**config.mk**
```make
export PLATFORM = sky130hd
export DESIGN_NAME = operand_entry
export DESIGN_NICKNAME = d
export VERILOG_FILES = /design/src/rtl/calc_pkg.sv /design/src/rtl/button_debounce.sv /design/src/rtl/operand_entry.sv
export SDC_FILE = /design/constraint.sdc
export NUM_CORES = 1
export LEC_CHECK = 0
export BUFFER_PORTS_ARGS = -buffer_cell sky130_fd_sc_hd__buf_2
export CAP_MARGIN = 20
export CORE_MARGIN = 4
export CORE_UTILIZATION = 59
export DETAILED_ROUTE_END_ITERATION = 8
export PLACE_DENSITY = 0.82
export SLEW_MARGIN = 20
export SYNTH_ARGS = -nofsm -noshare
export SYNTH_HDL_FRONTEND = slang
export SYNTH_SLANG_ARGS = --single-unit
```
**constraint.sdc**
```tcl
create_clock -name CLOCK_50 -period 2.6 [get_ports CLOCK_50]
set_clock_uncertainty 0.05 [all_clocks]
set_input_delay 0.39 -clock CLOCK_50 [delete_from_list [all_inputs] [get_ports CLOCK_50]]
set_output_delay 0.39 -clock CLOCK_50 [all_outputs]
set_load 0.05 [all_outputs]
```
**src/rtl/calc_pkg.sv**
```systemverilog
// Shared calculator definitions: operand-entry state encoding and default operand width.
package calc_pkg;

    localparam int OPERAND_WIDTH = 4;

    typedef enum logic [1:0] {
        WAIT_A = 2'b00,
        WAIT_B = 2'b01,
        SHOW   = 2'b10
    } state_e;

endpackage

```
**src/rtl/button_debounce.sv**
```systemverilog
// Active-low pushbutton conditioning: 2-flop synchroniser, level debounce and
// a one-cycle pulse on each accepted press (accepted level 1 -> 0).
module button_debounce #(
    parameter int DEBOUNCE_CYCLES = 500000
) (
    input  logic clk,
    input  logic rst_n,
    input  logic btn_n_i,
    output logic pulse_o
);
    localparam int CW = (DEBOUNCE_CYCLES > 2) ? $clog2(DEBOUNCE_CYCLES) : 1;
    localparam logic [CW-1:0] CNT_LAST = CW'(DEBOUNCE_CYCLES - 1);

    logic          sync1_q, sync2_q;
    logic          level_q, level_d;
    logic          level_prev_q;
    logic          pulse_q;
    logic [CW-1:0] cnt_q, cnt_d;

    always_comb begin
        level_d = level_q;
        cnt_d   = '0;
        if (sync2_q != level_q) begin
            if (cnt_q == CNT_LAST) begin
                level_d = sync2_q;
            end else begin
                cnt_d = cnt_q + 1'b1;
            end
        end
    end

    // Released (1) is the idle level, so reset must not look like a press.
    always_ff @(posedge clk or negedge rst_n) begin
        if (!rst_n) begin
            sync1_q      <= 1'b1;
            sync2_q      <= 1'b1;
            level_q      <= 1'b1;
            level_prev_q <= 1'b1;
            pulse_q      <= 1'b0;
            cnt_q        <= '0;
        end else begin
            sync1_q      <= btn_n_i;
            sync2_q      <= sync1_q;
            level_q      <= level_d;
            level_prev_q <= level_q;
            pulse_q      <= level_prev_q & ~level_q;
            cnt_q        <= cnt_d;
        end
    end

    assign pulse_o = pulse_q;

endmodule

```
**src/rtl/operand_entry.sv**
```systemverilog
// Two-operand entry front end: ENTER captures SW into A then B, CLEAR restarts;
// operands are held in registers so the adder never sees switch movement.
module operand_entry
    import calc_pkg::*;
#(
    parameter int WIDTH           = OPERAND_WIDTH,
    parameter int DEBOUNCE_CYCLES = 500000
) (
    input  logic             CLOCK_50,
    input  logic             RESET_N,
    input  logic [WIDTH-1:0] SW,
    input  logic             ENTER_N,
    input  logic             CLEAR_N,
    output logic [WIDTH-1:0] OPA,
    output logic [WIDTH-1:0] OPB,
    output logic             RESULT_VALID,
    output logic [1:0]       STATE_LED
);
    logic             enter_pulse, clear_pulse;
    state_e           state_q, state_d;
    logic [WIDTH-1:0] opa_q, opa_d, opb_q, opb_d;
    logic             valid_q, valid_d;

    button_debounce #(.DEBOUNCE_CYCLES(DEBOUNCE_CYCLES)) u_enter (
        .clk     (CLOCK_50),
        .rst_n   (RESET_N),
        .btn_n_i (ENTER_N),
        .pulse_o (enter_pulse)
    );

    button_debounce #(.DEBOUNCE_CYCLES(DEBOUNCE_CYCLES)) u_clear (
        .clk     (CLOCK_50),
        .rst_n   (RESET_N),
        .btn_n_i (CLEAR_N),
        .pulse_o (clear_pulse)
    );

    always_ff @(posedge CLOCK_50 or negedge RESET_N) begin
        if (!RESET_N) begin
            state_q <= WAIT_A;
            opa_q   <= '0;
            opb_q   <= '0;
            valid_q <= 1'b0;
        end else begin
            state_q <= state_d;
            opa_q   <= opa_d;
            opb_q   <= opb_d;
            valid_q <= valid_d;
        end
    end

    // Clear is checked first so a coincident enter is dropped.
    always_comb begin
        state_d = state_q;
        opa_d   = opa_q;
        opb_d   = opb_q;
        valid_d = valid_q;
        if (clear_pulse) begin
            state_d = WAIT_A;
            opa_d   = '0;
            opb_d   = '0;
            valid_d = 1'b0;
        end else begin
            case (state_q)
                WAIT_A: if (enter_pulse) begin
                    opa_d   = SW;
                    state_d = WAIT_B;
                end
                WAIT_B: if (enter_pulse) begin
                    opb_d   = SW;
                    valid_d = 1'b1;
                    state_d = SHOW;
                end
                SHOW: if (enter_pulse) begin
                    opa_d   = SW;
                    opb_d   = '0;
                    valid_d = 1'b0;
                    state_d = WAIT_B;
                end
                default: begin
                    state_d = WAIT_A;
                    opa_d   = '0;
                    opb_d   = '0;
                    valid_d = 1'b0;
                end
            endcase
        end
    end

    always_comb begin
        OPA          = opa_q;
        OPB          = opb_q;
        RESULT_VALID = valid_q;
        STATE_LED    = state_q;
    end

endmodule
```
* After elaboration in Yosys (flattened, before gate mapping)
Cells that the tools add are included.
** Cells by class
- Add/sub/neg operators :: 2
- Equal/unequal tests :: 11
- Muxes and demuxes :: 18
- Bitwise logic cells :: 4
- Reduce and logical (&&, ||, !) cells :: 7
** Operators with widths (number)
- 19-bit 2-to-1 mux :: 4
- 19-bit by 1-bit adder with 19-bit output (second input constant) :: 2
- 19-bit equality test (second input constant) :: 2
- 4-bit 2-to-1 mux :: 4
- 4-bit one-hot mux with 3 select lines :: 1
- 3-bit by 1-bit != test with 1-bit output (second input constant) :: 3
- 4-bit one-hot mux with 2 select lines :: 1
- 2-bit AND reduction :: 4
- 2-bit 2-to-1 mux :: 3
- 2-bit by 1-bit != test with 1-bit output (second input constant) :: 2
- 2-bit one-hot mux with 2 select lines :: 1
- 1-bit 2-to-1 mux :: 3
- 1-bit one-hot mux with 3 select lines :: 1
- 3-bit AND reduction :: 1
- 1-bit bitwise AND :: 2
- 2-bit by 1-bit equality test with 1-bit output (second input constant) :: 1
- 2-bit equality test (second input constant) :: 1
- 2-bit zero test :: 1
- 1-bit != test :: 2
- 1-bit inverter :: 2
- 2-bit OR reduction :: 1
** Word-level totals
- Flip-flop bits (word level) :: 59
- Output and inout bits :: 11

* Longest topological paths before layout
- Depth after elaboration :: 4
- Gate-level depth with buffers :: 6

* By module
Synthesis repeated with hierarchy kept, for this count alone.
** Second synthesis, totals
- Cell total of the unflattened synthesis :: 266
- Area total of the unflattened synthesis :: 2877.8 µm²
** By module, submodules not included
- button_debounce :: instances 2, cells each 108, area an instance 1141.1 µm²
- operand_entry :: instances 1, cells each 50, area an instance 595.6 µm²

* Worst setup path after synthesis
No wires, ideal clock.
- Path type :: register to register
- From :: register u_clear.cnt_q[0]
- To :: register u_clear.cnt_q[10]
- Setup time :: 0.132 ns
- Arrival time :: 1.722 ns
- Data required time :: 2.418 ns
- Setup slack :: 0.696 ns
- Stages on the path, launching flop included :: 7
- Path buffers :: 1
- Cells stage by stage :: dfrtp_1 -> ha_1 -> and4_1 -> nand3_1 -> o21ai_1 -> clkbuf_1 -> nor2_1
** On the way
- Cells in the longest elaborated chain, start to end :: 3
- Elaborated cells on any way between the ends :: 4
- Those cells by class :: 1 x add/sub; 1 x eq/ne; 2 x mux
** RTL lines
- start, declared :: RTL line button_debounce.sv:18 : logic [CW-1:0] cnt_q, cnt_d;
- start signal, assigned :: RTL line button_debounce.sv:47 : cnt_q <= cnt_d;
- 19-bit by 1-bit adder with 19-bit output / 19-bit equality test (equally long branches) :: RTL line button_debounce.sv:27, button_debounce.sv:24
- 19-bit 2-to-1 mux (*) :: RTL line button_debounce.sv:24 : if (cnt_q == CNT_LAST) begin
- 19-bit 2-to-1 mux (*) :: RTL line button_debounce.sv:23 : if (sync2_q != level_q) begin
- named net u_clear.cnt_d[10] :: RTL line button_debounce.sv:18
The timed path passes the listed nets; every way through them passes the cells marked *.
A chain may end at the register's enable or synchronous reset.

* Worst setup path in the final report
- From :: register u_enter.cnt_q[2]
- To :: register u_enter.cnt_q[17]
** On the way
- Cells in the longest elaborated chain, start to end :: 3
- Elaborated cells on any way between the ends :: 4
- Those cells by class :: 1 x add/sub; 1 x eq/ne; 2 x mux
** RTL lines (RTL line)
- start, declared :: button_debounce.sv:18
- start signal, assigned :: button_debounce.sv:47
- 19-bit by 1-bit adder with 19-bit output / 19-bit equality test (equally long branches) :: button_debounce.sv:27, button_debounce.sv:24
- 19-bit 2-to-1 mux (*) :: button_debounce.sv:24
- 19-bit 2-to-1 mux (*) :: button_debounce.sv:23
- named net u_enter.cnt_d[17] :: button_debounce.sv:18
Marked as above.

==> out/metrics.cfg <==
[power_and_ir_drop]
power.density_mw_per_mm2 = 565
p_leak_nw = 1.31
peakVddDrop_uv = 355

[setup_path]
path_common_cell = or4_1
path_depth = 4
worst-path-buf-inv = 0
path_cells = nand4_1 -> or4_1 -> or4_1 -> a21oi_1
crit_type = register to register
start_kind = register
cp-end-kind = register
cpLargestDelayFamily = simple AND/OR/NAND/NOR gates
critPathMaxFanout = 7
max_stage_delay_ps = 640
critPathSlowestCell = or4_1
reg2reg_depth = 4
cp_data_required_time_ps = 2810
arrival_ps = 2220

[routing]
viasPerCell = 5.96
drc = 0
wl_per_cell_um = 15.1
first_pass_iters = 5
vias = 2039
ant_nets = 0
drt_iter0_drc = 116
drt-total-wl_um = 5170

[die]
start_util = 0.612
die_x_um = 75.2
coreArea_sq_mm = 0.00435
placementRows = 24
die-area_sq_mm = 0.00565
io_pins = 19
die_y_um = 75.2

[logic_synthesis]
synth_area_sq_mm = 0.00266
synthFlopType = dfrtp_1
synth_nets = 267
postSynthCellCount = 257
async_flop_share = 1.00
syn_area_per_cell_sq_um = 10.4
yosys-top-cells-area = dfrtp_1 (48%), dfstp_2 (7.9%), nor2_1 (5.4%), xor2_1 (4.6%), xnor2_1 (3.6%)
ys_warn_count = 0
synth_edf_count = 0
synth_top_area_cell = dfrtp_1
synth-seq-area-share = 0.558
yosys.cell_count.top_type = dfrtp_1
ys_ff_latch = 59
synth_top_area_frac = 0.479
synth_cell_types = 37
synth.top_cells.by_count = dfrtp_1 (51), nor2_1 (38), xor2_1 (14)

[hold_path]
holdCritPathClass = input pin to register
hold_depth = 1

[grt]
grt_overflow = 0
grt_max_degree = 27
use_met1 = 0.257
grt.met3_usage = 0.0788
grt_pass1_wl_um = 8560
grtUsageTotal = 0.204
busiest_layer = met2
antenna_found_initial = 0
met2_usage = 0.309
grt_pass1_vias = 1928

[clock_network]
worst_skew_pair.late_latency_ps = 330
cts.clk_slew.worst_paths_ps = 60
cts.path.max_buffers = 2
htree_levels = 3
cts_setup_buffers = 0
cts_tree = yes
cts_root_buffer = clkbuf_8
cts.sinks = 59
cts_buffers = 9

[placement]
io_buffers = 18
dp_cells = 325
place.gp.congestion = 0.857
hpwl_um = 3450

[timing]
timing.final.crit_share = 0.773
hold_viol = 0
setup_viol = 0
fmaxAchievable_ghz = 0.497
slew_violations = 0
worstMarginPinSlew_ps = 536
tns_ps = 0
fin_hold_ws_ps = 105
relSlewSlack = 0.642
rsz0062_at_grt = false
period_minus_slack_ps = 2010

[finish]
fillers = 349
diodes = 0
stdcell_count = 342
num-nets-final = 295
post-route-util = 0.690
drive_gt1_frac = 0.172
regArea_sq_mm = 0.00149
area_growth_pct = 12.8
multi_input_area_sq_mm = 0.00111

[outcome]
status = finished clean

[flow_run]
maxCapViolCount = 0

==> layer usage <==
metal | share of wire | routed length [um] | up-vias
met1 | 0.45 | 2330 | 988
met5 | 0 | 0 | -
met2 | 0.47 | 2440 | 56
li1 | - | - | 981
met4 | 0.020 | 102 | 0
met3 | 0.059 | 306 | 14
==> placed cells by master (no fill, tap or decap), drive strengths merged, types with 5 or more instances in the layout <==
cell type and count:
or3 9, xor2 14, xnor2 11, buf 24, dfstp 8, clkbuf 13
inv 8, nand4 13, o21ai 11, nor2 38, or4 6, nor4 5
a32oi 8, a21oi 13, dfrtp 51, nand3 11, nand2 12
==> registers in the layout, indices dropped and copies added (netlist names), 2 cells and up <==
name,flops
STATE_LED,2
u_enter.cnt_q,19
OPB,4
OPA,4
u_clear.cnt_q,19
==> kinds of logic after synthesis <==
family / count (synthesis) / synth area share
compound gates: 38 / 0.0888
xor+xnor: 25 / 0.0822
fa+ha+maj: 2 / 0.00939
buf+inv: 16 / 0.0235
flops: 59 / 0.558
mux: 3 / 0.0122
simple gates: 114 / 0.226
==> stage by stage <==
stage | total power, W | setup WS, ps | instance area [sq um]
after detailed placement | 0.00101 | 596 | 2830
after floorplan | 0.000976 | 696 | 2660
after global placement | 0.00101 | 670 | 2830
final | 0.00170 | 590 | 3010
after CTS | 0.00172 | 597 | 3010
after global routing | 0.00177 | 460 | 3010
==> area by class of cell <==
cell class / count / share of cell area
clock buffers: 13 / 0.0495
well taps: 52 / 0.0216
repair buffers: 25 / 0.0483
clock inverters: 3 / 0.00500
flip-flops and latches: 59 / 0.495
multi-input cells: 182 / 0.371
inverters: 8 / 0.00999
==> final timing paths <==
path / startpoint / endpoint / slack (ps)
setup / recovery: u_enter.cnt_q[2]$_DFF_PN0_ / u_enter.cnt_q[17]$_DFF_PN0_ / 590
hold / removal: ENTER_N / u_enter.sync1_q$_DFF_PN1_ / 110
setup reg to reg: u_enter.cnt_q[2]$_DFF_PN0_ / u_enter.cnt_q[17]$_DFF_PN0_ / 590
hold reg to reg: u_clear.sync1_q$_DFF_PN1_ / u_clear.sync2_q$_DFF_PN1_ / 310
max in group asynchronous: RESET_N / u_clear.sync1_q$_DFF_PN1_ / 1390
min in group asynchronous: RESET_N / u_enter.cnt_q[13]$_DFF_PN0_ / 430
==> power by group <==
part           total [W]  internal, W  switching [W]  leakage [nW]
Combinational  0.0000557    0.0000187      0.0000369         0.430
Clock           0.000699     0.000367       0.000332        0.0872
Sequential      0.000942     0.000932      0.0000101         0.791
==> repair_timing <==
action                                 4_1_cts  5_1_grt
endpoints found under the hold margin       13        0
hold buffers                                 1        0
gates resized for setup                      0        0
Power figures use the tool's default switching activity.
